`src/rtl/stdp_pkg.sv`:
```
// Shared constants and arithmetic helpers for the STDP learning engine.
// Combinational helpers only: no latency and no flow control.
package stdp_pkg;

    localparam int DEF_NUM_PRE = 4;
    localparam int DEF_T_W     = 4;
    localparam int DEF_W_W     = 4;
    localparam int DEF_WIN     = 8;
    localparam int DEF_SHIFT   = 1;
    localparam int DEF_W_INIT  = 8;

    // Step size for a qualifying pairing; never below 1 so a clamped-to-zero
    // magnitude still nudges the weight.
    function automatic logic [31:0] stdp_delta(input logic [31:0] dt,
                                               input logic [31:0] win,
                                               input int          shift);
        logic [31:0] d;
        d = (win > dt) ? ((win - dt) >> shift) : 32'd0;
        return (d == 32'd0) ? 32'd1 : d;
    endfunction

    function automatic logic [31:0] sat_add(input logic [31:0] a,
                                            input logic [31:0] b,
                                            input int          w);
        logic [31:0] s;
        logic [31:0] lim;
        s   = a + b;
        lim = (32'd1 << w) - 32'd1;
        return (s > lim) ? lim : s;
    endfunction

    function automatic logic [31:0] sat_sub(input logic [31:0] a,
                                            input logic [31:0] b);
        return (a > b) ? (a - b) : 32'd0;
    endfunction

endpackage

```
`src/rtl/stdp_spike_timer.sv`:
```
// Saturating time-since-spike counter plus per-channel armed flags; 1-cycle update.
// No backpressure: the spike strobe is sampled every cycle and a clear beats a set.
module stdp_spike_timer
    import stdp_pkg::*;
#(
    parameter int T_W   = DEF_T_W,
    parameter int N_ARM = 1
) (
    input  logic             clk,
    input  logic             rst_n,
    input  logic             spike,
    input  logic [N_ARM-1:0] clr,
    output logic [T_W-1:0]   t,
    output logic [N_ARM-1:0] armed
);

    always_ff @(posedge clk) begin
        if (!rst_n) begin
            t     <= '1;
            armed <= '0;
        end else begin
            if (spike) begin
                t <= '0;
            end else if (t != '1) begin
                t <= t + T_W'(1);
            end
            armed <= (armed | {N_ARM{spike}}) & ~clr;
        end
    end

endmodule

```
`src/rtl/stdp_array.sv`:
```
// STDP weight engine: NUM_PRE presynaptic channels into one postsynaptic neuron.
// Weights, flag and time_diff update one cycle after the spike; no backpressure.
module stdp_array
    import stdp_pkg::*;
#(
    parameter int NUM_PRE = DEF_NUM_PRE,
    parameter int T_W     = DEF_T_W,
    parameter int W_W     = DEF_W_W,
    parameter int WIN     = DEF_WIN,
    parameter int SHIFT   = DEF_SHIFT,
    parameter int W_INIT  = DEF_W_INIT
) (
    input  logic                   clk,
    input  logic                   rst_n,
    input  logic [NUM_PRE-1:0]     pre_spike,
    input  logic                   post_spike,
    input  logic                   learn_en,
    output logic [NUM_PRE*W_W-1:0] weight,
    output logic                   update_w_flag,
    output logic [T_W-1:0]         time_diff
);

    localparam logic [31:0] WIN_U = WIN;

    logic [NUM_PRE-1:0][T_W-1:0] pre_t;
    logic [NUM_PRE-1:0][T_W-1:0] dpre;
    logic [T_W-1:0]              post_t;
    logic [NUM_PRE-1:0]          pre_armed;
    logic [NUM_PRE-1:0]          post_armed;
    logic [NUM_PRE-1:0]          ltp;
    logic [NUM_PRE-1:0]          ltd;
    logic [NUM_PRE-1:0][W_W-1:0] w_q;
    logic [NUM_PRE-1:0][W_W-1:0] w_d;
    logic                        any_evt;
    logic [T_W-1:0]              td_d;

    for (genvar g = 0; g < NUM_PRE; g++) begin : g_pre
        stdp_spike_timer #(.T_W(T_W), .N_ARM(1)) u_tmr (
            .clk   (clk),
            .rst_n (rst_n),
            .spike (pre_spike[g]),
            .clr   (ltp[g]),
            .t     (pre_t[g]),
            .armed (pre_armed[g])
        );
    end

    // The post timer carries one armed bit per channel so each channel
    // consumes the postsynaptic spike independently.
    stdp_spike_timer #(.T_W(T_W), .N_ARM(NUM_PRE)) u_post (
        .clk   (clk),
        .rst_n (rst_n),
        .spike (post_spike),
        .clr   (ltd),
        .t     (post_t),
        .armed (post_armed)
    );

    always_comb begin
        dpre    = '0;
        ltp     = '0;
        ltd     = '0;
        w_d     = w_q;
        any_evt = 1'b0;
        td_d    = time_diff;
        for (int i = 0; i < NUM_PRE; i++) begin
            dpre[i] = pre_spike[i] ? '0 : pre_t[i];
            // A coincident pre spike counts as LTP at dt=0 and never as LTD.
            ltp[i]  = learn_en && post_spike && (pre_armed[i] || pre_spike[i])
                      && (32'(dpre[i]) < WIN_U);
            ltd[i]  = learn_en && pre_spike[i] && !post_spike && post_armed[i]
                      && (32'(post_t) < WIN_U);
            if (ltp[i]) begin
                w_d[i] = W_W'(sat_add(32'(w_q[i]),
                                      stdp_delta(32'(dpre[i]), WIN_U, SHIFT), W_W));
            end else if (ltd[i]) begin
                w_d[i] = W_W'(sat_sub(32'(w_q[i]),
                                      stdp_delta(32'(post_t), WIN_U, SHIFT)));
            end
            if ((ltp[i] || ltd[i]) && !any_evt) begin
                td_d    = ltp[i] ? dpre[i] : post_t;
                any_evt = 1'b1;
            end
        end
    end

    always_ff @(posedge clk) begin
        if (!rst_n) begin
            w_q           <= {NUM_PRE{W_W'(W_INIT)}};
            update_w_flag <= 1'b0;
            time_diff     <= '0;
        end else begin
            w_q           <= w_d;
            update_w_flag <= any_evt;
            time_diff     <= td_d;
        end
    end

    assign weight = w_q;

endmodule

```
`config.mk`:
```
export PLATFORM = sky130hd
export DESIGN_NAME = stdp_array
export DESIGN_NICKNAME = d
export VERILOG_FILES = /design/src/rtl/stdp_pkg.sv /design/src/rtl/stdp_spike_timer.sv /design/src/rtl/stdp_array.sv
export SDC_FILE = /design/constraint.sdc
export NUM_CORES = 1
export LEC_CHECK = 0
export ABC_CLOCK_PERIOD_IN_PS = 4300
export CAP_MARGIN = 20
export CORE_UTILIZATION = 40
export CTS_BUF_LIST = sky130_fd_sc_hd__clkbuf_8
export DETAILED_ROUTE_END_ITERATION = 10
export GPL_ROUTABILITY_DRIVEN = 0
export PLACE_DENSITY = 0.69
export SETUP_SLACK_MARGIN = 0.02
export SYNTH_ARGS = -nofsm -noshare
export SYNTH_HDL_FRONTEND = slang
export SYNTH_HIERARCHICAL = 1
export SYNTH_SLANG_ARGS = --single-unit
```
`constraint.sdc`:
```
create_clock -name clk -period 4.3 [get_ports clk]
set_input_delay 0.86 -clock clk [delete_from_list [all_inputs] [get_ports clk]]
set_output_delay 0.86 -clock clk [all_outputs]
set_load 0.01 [all_outputs]
```
==> impl_metrics.yaml, run 1 <==
outcome:
  status: "finished with violations"
  violations: "design-rule violations"
global_routing:
  grt.overflow.total: 0
  first_global_vias: 4479
  grt_pass1_wl_mm: 20.3
  antenna_found_initial: 0
  grtUsageTotal_pct: 19.4
  grt_max_degree: 45
worst_hold_path:
  min-delay-start: "time_diff[2]$_SDFFE_PN0P_"
  whs_endpoint: "time_diff[2]$_SDFFE_PN0P_"
  hp-class: "flop to flop"
  hold_path_depth: 2
sta:
  period_needed_ns: 4.02
  hold_ws_ns: 0.469
  clock.fmax_ghz: 0.249
  worstMarginPinSlew_ns: 0.752
  drv_slew: 0
  rsz0062_at_grt: "false"
  slew_headroom_pct: 49.6
  fin_ws_ns: 0.277
  finalHoldViolations: 0
  fin_skew_ns: 0.00629
  finalSetupViolCount: 0
  period_share_pct: 93.6
  final.setup.tns_ns: 0
drt:
  drc_errors: 1
  first_pass_iters: 8
  avgRoutedWirePerCell_um: 14.2
  vias: 4582
  finalWirelength_mm: 11.8
  via_per_inst: 5.53
  postRouteAntennaNets: 0
  first_iter_violations: 310
clocking:
  clkLatencyLatePin_ns: 0.31
  cts_tree: "built"
  h-tree-depth: 2
  path_clk_slew_ns: 0.09
  clock-sinks: 49
  postCtsHoldBufs: 0
  cts_root_buf: "clkbuf_8"
  cts_buffer_depth: 2
  numCtsBuffers: 5
finish:
  drive_gt1_share_pct: 9.20
  fill_cells: 1123
  post-route-util_pct: 49.9
  final_area_um2: 5800
  nets: 790
  fin_cells: 828
  synthToLayoutAreaGrowth_pct: 19.4
  n_antenna_cell: 0
setup_path:
  critPathArrivalTime_ns: 4.21
  worstSetupPathType: "input port to flop"
  worstPathRequired_ns: 4.49
  crit_family: "compound AO/OA/AOI/OAI gates"
  crit_top_cell: "a21oi_1"
  path_buf_inv: 3
  r2r-start: "u_post/t[0]$_SDFFE_PN1P_"
  cp_max_fo: 4
  ff2ff_path_depth: 12
  crit_path_cell_trace: "clkdlybuf4s50_1 > inv_1 > nand2_1 > ha_1 > nor2_1 > a21oi_1 > o22ai_1 > o21ai_0 > ha_1 > fa_1 > a21oi_1 > nor2_1 > nor2_1 > ha_1 > nor4bb_1 > nand4_1 > a211oi_2 > buf_4 > a21oi_1 > a21oi_1 > o22ai_1"
  rrSetupSlack_ns: 0.81
  critical_path.endpoint_type: "flop"
  cp-start-kind: "input port"
  critPathMaxStageDelay_ns: 0.42
  r2r-end: "weight[3]$_SDFFE_PN1P_"
  slowest_stage: "clkdlybuf4s50_1"
synthesis:
  async_reset_ff_share_pct: 0
  yosys.area_share.xor_xnor_pct: 2.70
  synth_flop_cell: "dfxtp_1"
  syn_area_um2: 4860
  synth_edf_count: 0
  ys_seq_area_share_pct: 20.2
  yosys.area_share.adder_pct: 26.5
  syn-instance-count: 573
  synthMuxAreaShare_pct: 3.14
  synth_top_family_by_area: "adder cells"
  synth_top_area_share_pct: 23.2
  synthTopCellsByArea: "ha_1, dfxtp_1, a21oi_1"
  synth_compound_area_share_pct: 23.9
  ys_warn_count: 6
  post_synth_num_cell_types: 79
  synth-seq-cells: 49
  synth_area_per_cell_um2: 8.48
  synth-simple-area-share_pct: 18.8
  synth_area_leader_cell: "ha_1"
floorplan:
  fp.dieW_um: 112
  die_area_um2: 12600
  core_area_um2: 11600
  io_pins: 29
  std_cell_rows: 39
  die_h_um: 112
  start_util_pct: 41.8
power_and_ir_drop:
  p_leak_nw: 2.77
  p_per_area_nw_per_um2: 243
  ir_drop_mv: 0.122
  total_power_mw: 1.41
place:
  port_buffers: 28
  placed_cells: 819
  pre_cts_ws_ns: -0.0925
  postPlaceCellArea_um2: 5670
  dp.final_hpwl_mm: 9.29
job:
  drv_cap: 0
==> cells in the mapped netlist (all sizes together) (3+ instances only) <==
| master | instances |
|---|---|
| o211ai | 3 |
| nand2b | 10 |
| a31oi | 6 |
| a21oi | 53 |
| mux2i | 13 |
| o41ai | 7 |
| ha | 90 |
| nand2 | 30 |
| buf | 4 |
| inv | 42 |
| dfxtp | 49 |
| a21boi | 4 |
| nor2 | 38 |
| and2b | 3 |
| xnor2 | 11 |
| nand3b | 5 |
| nand3 | 22 |
| clkbuf | 4 |
| nor3b | 8 |
| nor2b | 11 |
| nor3 | 6 |
| fa | 8 |
| o22ai | 10 |
| nand4 | 6 |
| nor4 | 7 |
| a22o | 5 |
| clkinv | 4 |
| o21ai | 53 |
| xor2 | 4 |
| a22oi | 4 |
| a21o | 10 |
==> cells by family (layout without fill, tap and decap cells) <==
kind of cell | Yosys count | count (layout)
compound gates | 178 | 178
xor+xnor | 15 | 15
fa+ha+maj | 98 | 98
buf+inv | 54 | 108
flops | 49 | 49
mux | 15 | 15
other cells | 2 | 60
simple gates | 162 | 162
==> area by class of cell <==
cell class | count | area (um2) | share of cell area, %
Tap cell | 143 | 179 | 3.08
Inverter | 46 | 174 | 3.00
Clock inverter | 1 | 5.00 | 0.0863
Multi-Input combinational cell | 528 | 3890 | 67.1
Sequential cell | 49 | 981 | 16.9
Clock buffer | 7 | 96.3 | 1.66
Timing Repair Buffer | 54 | 475 | 8.20
==> registers in the layout, summed over array words and instances, names as in the netlist <==
| signal | count |
|---|---|
| u_post/t | 4 |
| u_post/armed | 4 |
| weight | 16 |
| update_w_flag | 1 |
| time_diff | 4 |
| g_pre.u_tmr/t | 16 |
| g_pre.u_tmr/armed | 4 |
==> layer usage <==
| layer | track usage [%] | wire, um | vias up |
|---|---|---|---|
| li1 | - | - | 2275 |
| met1 | 24.6 | 5320 | 2166 |
| met2 | 34.5 | 5670 | 122 |
| met3 | 2.54 | 584 | 19 |
| met4 | 5.24 | 210 | 0 |
| met5 | 0 | 0 | - |
==> report_power, final <==
part / switching, mW / leakage [nW] / total (mW) / internal [mW]
combinational: 0.284 / 2.31 / 0.541 / 0.257
sequential: 0.0620 / 0.408 / 0.556 / 0.494
clock: 0.165 / 0.0542 / 0.311 / 0.146
total: 0.511 / 2.77 / 1.41 / 0.897
==> how the worst max path moves through the flow <==
stage	depth (start not counted)	startpoint	to	slack (ns)
4_1_cts	18	pre_spike[3]	weight[15]$_SDFFE_PN1P_	0.24
5_1_grt	21	pre_spike[3]	weight[14]$_SDFFE_PN0P_	0.01
2_1_floorplan	18	pre_spike[3]	weight[15]$_SDFFE_PN1P_	0.27
3_3_place_gp	18	pre_spike[3]	weight[15]$_SDFFE_PN1P_	-0.05
6_report	21	pre_spike[0]	weight[2]$_SDFFE_PN0P_	0.28
3_5_place_dp	18	pre_spike[3]	weight[15]$_SDFFE_PN1P_	-0.09
==> tightest hold or removal path: stages, from the launching register on <==
cell     delay [ns]
dfxtp_1        0.33
nand2_1        0.05
o21ai_1        0.05
==> timing repair <==
item / in CTS / in global routing
setup endpoints to repair: 0 / 9
buffers inserted: 0 / 1
gates resized for setup: 0 / 5
==> layout by cell type (no fill, tap or decap), types with 7 or more instances in the layout <==
| master | instances |
|---|---|
| dfxtp_1 | 49 |
| o22ai_1 | 10 |
| a21oi_1 | 51 |
| o21ai_1 | 9 |
| nor4_1 | 7 |
| inv_1 | 42 |
| nor2b_1 | 11 |
| ha_1 | 90 |
| clkdlybuf4s50_1 | 28 |
| nand2b_1 | 10 |
| fa_1 | 8 |
| conb_1 | 60 |
| nor2_1 | 37 |
| nand3_1 | 15 |
| o21ai_0 | 42 |
| xnor2_1 | 11 |
| a21o_1 | 10 |
| mux2i_1 | 13 |
| nand2_1 | 29 |
| clkbuf_8 | 7 |
| nor3b_1 | 8 |
| buf_4 | 26 |
(Power assumes the default switching activity.)
==> inputs of run 2 (changes only) <==
ABC_AREA = 1   (was default)
PLACE_DENSITY = 0.68   (was 0.69)
==> run 2 against run 1 <==
Effect of this change:
- the run now ends clean
- area after synthesis up 3.6%
- clock skew up 0.0071 ns
- clock power increased by 13%
- critical path depth did not move
- largest cell class unchanged
==> impl_metrics.yaml, run 2 <==
outcome:
  status: "finished clean"
clocking:
  ctsResizeCount: 0
  cts_root_buf: "clkbuf_8"
  numCtsBuffers: 5
  clock-sinks: 49
  cts_tree: "built"
  h-tree-depth: 2
  path_clk_slew_ns: 0.10
  post_cts_buffers: 0
  clkLatencyLatePin_ns: 0.32
  postCtsHoldBufs: 0
  cts_buffer_depth: 2
worst_hold_path:
  hp-class: "flop to flop"
  hold_path_depth: 2
setup_path:
  critPathArrivalTime_ns: 4.12
  worstSetupPathType: "input port to flop"
  cp_max_fo: 4
  crit_path_cell_trace: "clkdlybuf4s50_1 > inv_1 > nand2_1 > ha_1 > o21ai_0 > a21oi_1 > o21ai_0 > ha_1 > fa_1 > a21oi_1 > nor2_1 > nor2_1 > ha_1 > nor3b_1 > nand2_1 > nor2_1 > nand2_1 > o21ai_0 > nand3_1 > nand2_1 > inv_1"
  crit_family: "simple AND/OR/NAND/NOR gates"
  critical_path.endpoint_type: "flop"
  worstPathRequired_ns: 4.53
  ff2ff_path_depth: 15
  path_buf_inv: 3
  slowest_stage: "clkdlybuf4s50_1"
  critPathMaxStageDelay_ns: 0.54
  crit_top_cell: "nand2_1"
  cp-start-kind: "input port"
  cp_num_cells: 21
global_routing:
  antenna_found_initial: 0
  grt.overflow.total: 0
  grt_pass1_wl_mm: 19.2
  first_global_vias: 4259
  grtUsageTotal_pct: 18.2
  grt_max_degree: 25
synthesis:
  ys_warn_count: 6
  async_reset_ff_share_pct: 0
  post_synth_num_cell_types: 35
  synthMostInstantiatedCell: "nand2_1"
  synth_top_area_share_pct: 22.4
  synth_edf_count: 0
  synth_area_per_cell_um2: 6.89
  syn-instance-count: 730
  syn_area_um2: 5030
  synth-seq-cells: 49
  ys_seq_area_share_pct: 19.5
  synth_common_cells: "nand2_1, inv_1, ha_1, nor2_1, dfxtp_1"
  synth_area_leader_cell: "ha_1"
  synth_flop_cell: "dfxtp_1"
  synthTopCellsByArea: "ha_1, dfxtp_1, nand2_1"
sta:
  drv_slew: 0
  fin_ws_ns: 0.413
  clock.fmax_ghz: 0.257
  period_share_pct: 90.4
  slew_headroom_pct: 65.7
  fin_skew_ns: 0.0134
  finalHoldViolations: 0
  worstMarginPinSlew_ns: 0.514
  period_needed_ns: 3.89
  rsz0062_at_grt: "false"
  finalSetupViolCount: 0
  final.setup.tns_ns: 0
  hold_ws_ns: 0.460
finish:
  layout_commonest_cell: "nand2_1"
  seqCellArea_um2: 981
  n_antenna_cell: 0
  post-route-util_pct: 48.7
  multi_input_area_um2: 3830
  nets: 934
  layout_common_cells: "nand2_1, inv_1, ha_1, nor2_1, conb_1"
  fill_cells: 1283
  drive_gt1_share_pct: 6.27
  final_area_um2: 5900
  synthToLayoutAreaGrowth_pct: 17.3
  fin_cells: 997
drt:
  top_layer_used: "met4"
  wl_met1_mm: 5.42
  first_pass_iters: 4
  via_per_inst: 4.65
  avgRoutedWirePerCell_um: 11.1
  dr_wl_met3_um: 322
  vias: 4639
  postRouteAntennaNets: 0
  dr_wl_met2_mm: 5.24
  drc_errors: 0
  finalWirelength_mm: 11.1
  first_iter_violations: 172
job:
  drv_cap: 0
power_and_ir_drop:
  ir_drop_mv: 0.178
  p_leak_nw: 3.19
  p_per_area_nw_per_um2: 244
  total_power_mw: 1.44
place:
  dp.final_hpwl_mm: 8.97
  port_buffers: 28
  pre_cts_ws_ns: 0.0677
  placed_cells: 989
  postPlaceCellArea_um2: 5780
floorplan:
  io_pins: 29
  die_area_um2: 13000
  core_area_um2: 12100
  std_cell_rows: 40
  start_util_pct: 41.5
  fp.dieW_um: 114
  die_h_um: 114
run 2: cell types whose count changed in the layout (fill, tap and decap cells not counted), moves of 12 or more:
cell     change
buf_4       -18
inv_1       +61
mux2i_1     -13
nand2_1    +134
nand3_1     +31
nor2_1      +38
nor3_1      +12
o21ai_0     -14
run 2: final cells by class:
type	count	share of cell area [%]
clock buffer	5	1.17
clock inverter	3	0.785
inverter	111	7.06
multi-input combinational	625	65.0
sequential	49	16.6
tap	168	3.56
timing repair buffer	36	5.77
run 2: worst reg2reg max path, delay by kind of cell (launching register included):
kind | cells | cell delay [ns]
AND/OR/NAND/NOR | 7 | 1.00
flip-flops | 1 | 0.59
adder cells (fa/ha/maj) | 2 | 0.46
buffers and inverters | 2 | 0.18
AO/OA/AOI/OAI | 4 | 1.05
run 2: cells by family after synthesis:
family,count (synthesis),synth area share (%)
xor gates and xnor gates,17,2.96
DFF,49,19.5
AOI/OAI and AO/OA,92,9.90
buffers and inverters,114,8.58
and+or+nand+nor,358,33.3
other,2,0.149
adders and majority gates,98,25.6
run 2: where the power goes:
| group | internal, mW | switching (mW) |
|---|---|---|
| registers | 0.495 | 0.0552 |
| clock network | 0.174 | 0.176 |
| logic | 0.229 | 0.309 |
| total | 0.898 | 0.540 |
run 2: final timing paths:
check / startpoint / to / slack (ns)
worst max-delay path: pre_spike[0] / weight[0]$_SDFFE_PN0P_ / 0.41
worst min register to register: time_diff[0]$_SDFFE_PN0P_ / time_diff[0]$_SDFFE_PN0P_ / 0.46
worst min-delay path: time_diff[0]$_SDFFE_PN0P_ / time_diff[0]$_SDFFE_PN0P_ / 0.46
worst max register to register: u_post/t[0]$_SDFFE_PN1P_ / weight[13]$_SDFFE_PN0P_ / 0.95
run 2: layer usage:
metal	vias up	global-route usage, %
met4	0	3.20
met1	2043	23.9
met2	50	32.0
met3	10	2.38
met5	-	0
li1	2536	-
==> inputs of run 3 (changes only) <==
DONT_BUFFER_PORTS = 1   (was default)
PLACE_DENSITY = 0.65   (was 0.68)
==> run 3 against run 2 <==
Effect of this change:
- critical path depth up 1
- largest power group unchanged
- hold slack better by 0.019 ns
- cell count down 3.6%
- clock skew up 0.0028 ns
- total power down 7.9%
- die area unchanged
- critical path type unchanged
==> impl_metrics.yaml, run 3 (synthesized netlist as in run 2, its figures left out) <==
sta:
  period_needed_ns: 3.57
  finalHoldViolations: 0
  final.setup.tns_ns: 0
  finalSetupViolCount: 0
  clock.fmax_ghz: 0.280
  period_share_pct: 83.0
  fin_skew_ns: 0.0162
  drv_slew: 0
  rsz0062_at_grt: "false"
  slew_headroom_pct: 64.6
  worstMarginPinSlew_ns: 0.530
power_and_ir_drop:
  internal_power_uw: 812
  ir_drop_mv: 0.114
  p_comb_share_pct: 35.7
  power_switching_uw: 512
  p_seq_share_pct: 42.2
  p_leak_nw: 3.05
  p_per_area_nw_per_um2: 239
  p_sw_share_pct: 38.7
  clkPwrFrac_pct: 22.0
  total_power_mw: 1.32
finish:
  n_antenna_cell: 0
  synthToLayoutAreaGrowth_pct: 10.1
  drive_gt1_share_pct: 5.42
  post-route-util_pct: 45.7
  layout_common_cells: "nand2_1, inv_1, ha_1, nor2_1, conb_1"
  layout_commonest_cell: "nand2_1"
  fill_cells: 1331
  final_area_um2: 5540
  nets: 899
place:
  postPlaceCellArea_um2: 5450
  dp.final_hpwl_mm: 8.97
  port_buffers: 0
worst_hold_path:
  min-delay-start: "g_pre[2].u_tmr/armed$_SDFF_PN0_"
  hp-class: "flop to flop"
job:
  drv_cap: 0
setup_path:
  ff2ff_path_depth: 23
  crit_start: "pre_spike[1]"
  cp-start-kind: "input port"
  worstSetupPathType: "input port to flop"
  rrSetupSlack_ns: 0.83
  critPathArrivalTime_ns: 3.80
  crit_path_end: "weight[4]$_SDFFE_PN0P_"
  worstPathRequired_ns: 4.53
  cp_max_fo: 12
  r2r-start: "g_pre[1].u_tmr/t[1]$_SDFFE_PN1P_"
  r2r-end: "weight[4]$_SDFFE_PN0P_"
  critical_path.endpoint_type: "flop"
drt:
  dr_wl_met3_um: 551
  avgRoutedWirePerCell_um: 11.7
  postRouteAntennaNets: 0
  first_pass_iters: 4
  wl_met1_mm: 5.31
  drc_errors: 0
  finalWirelength_mm: 11.2
  via_per_inst: 4.71
  first_iter_violations: 221
  dr_wl_met2_mm: 5.28
  top_layer_used: "met4"
  vias: 4524
clocking:
  path_clk_slew_ns: 0.10
  postCtsHoldBufs: 0
  numCtsBuffers: 5
  clock-sinks: 49
  cts_tree: "built"
  post_cts_buffers: 0
  cts_root_buf: "clkbuf_8"
  cts_buffer_depth: 2
  h-tree-depth: 2
  ctsResizeCount: 0
  clkLatencyLatePin_ns: 0.32
global_routing:
  grt_pass1_wl_mm: 19.3
  first_global_vias: 4130
  grtUsageTotal_pct: 18.4
  grt.overflow.total: 0
  antenna_found_initial: 0
  grt_max_degree: 26
floorplan:
  start_util_pct: 41.5
  die_h_um: 114
  core_area_um2: 12100
  fp.dieW_um: 114
  std_cell_rows: 40
  die_area_um2: 13000
  io_pins: 29
outcome:
  status: "finished clean"
## run 3: cell count changes in the layout (fill, tap and decap cells not counted), sizes merged
cell	change
clkinv	-1
clkinvlp	-1
bufinv	-1
clkdlybuf4s50	-28
inv	+1
clkbuf	+1
buf	-7
## run 3: routing by layer
| layer | GRT usage, % | vias to the layer above |
|---|---|---|
| li1 | - | 2462 |
| met1 | 23.4 | 2007 |
| met2 | 31.1 | 49 |
| met3 | 4.29 | 6 |
| met4 | 4.85 | 0 |
| met5 | 0 | - |
## run 3: power by group through the flow
stage                     combinational (mW)  sequential (mW)  clock (mW)
after CTS                              0.466            0.560       0.301
after global routing                   0.560            0.568       0.317
after global placement                 0.459            0.571           0
after detailed placement               0.463            0.571           0
final                                  0.474            0.559       0.292
after floorplan                        0.392            0.552           0
## run 3: metrics by stage
step                      setup slack [ns]  hold slack [ns]  instances
after floorplan                      0.694            0.453        788
after global placement               0.514            0.466        954
after detailed placement             0.351            0.470        954
after CTS                            0.687            0.484        961
after global routing                 0.404            0.511        961
final                                0.732            0.479        961
## run 3: how the worst min path moves through the flow
stage | end | slack (ns) | cells past startpoint
floorplan | g_pre[0].u_tmr/armed$_SDFF_PN0_ | 0.45 | 2
global placement | g_pre[3].u_tmr/armed$_SDFF_PN0_ | 0.47 | 2
detailed placement | g_pre[1].u_tmr/armed$_SDFF_PN0_ | 0.47 | 2
CTS | g_pre[1].u_tmr/armed$_SDFF_PN0_ | 0.48 | 2
global route | time_diff[1]$_SDFFE_PN0P_ | 0.51 | 2
finish | g_pre[2].u_tmr/armed$_SDFF_PN0_ | 0.48 | 2
## run 3: critical path, stage by stage
cell and delay, ns:
nor2_1 0.17, inv_1 0.07, ha_1 0.21, inv_1 0.05, nor2_1 0.04, nor3_1 0.34, o21ai_0 0.17, ha_1 0.23
fa_1 0.40, a21oi_1 0.15, nor2_1 0.05, nor2_1 0.09, ha_1 0.12, nand2_1 0.04, nor3_1 0.12, nand4_1 0.10
nor2_1 0.18, nand2_1 0.09, o21ai_0 0.15, nand3_1 0.08, nand2_1 0.06, inv_1 0.03
## run 3: layout make-up
cell class,instances,area [um2],area share (%)
Multi-Input combinational cell,625,3830,69.3
Sequential cell,49,981,17.7
Clock inverter,1,3.75,0.0678
Clock buffer,6,82.6,1.49
Inverter,111,417,7.53
Tap cell,168,210,3.80
Timing Repair Buffer,1,7.51,0.136
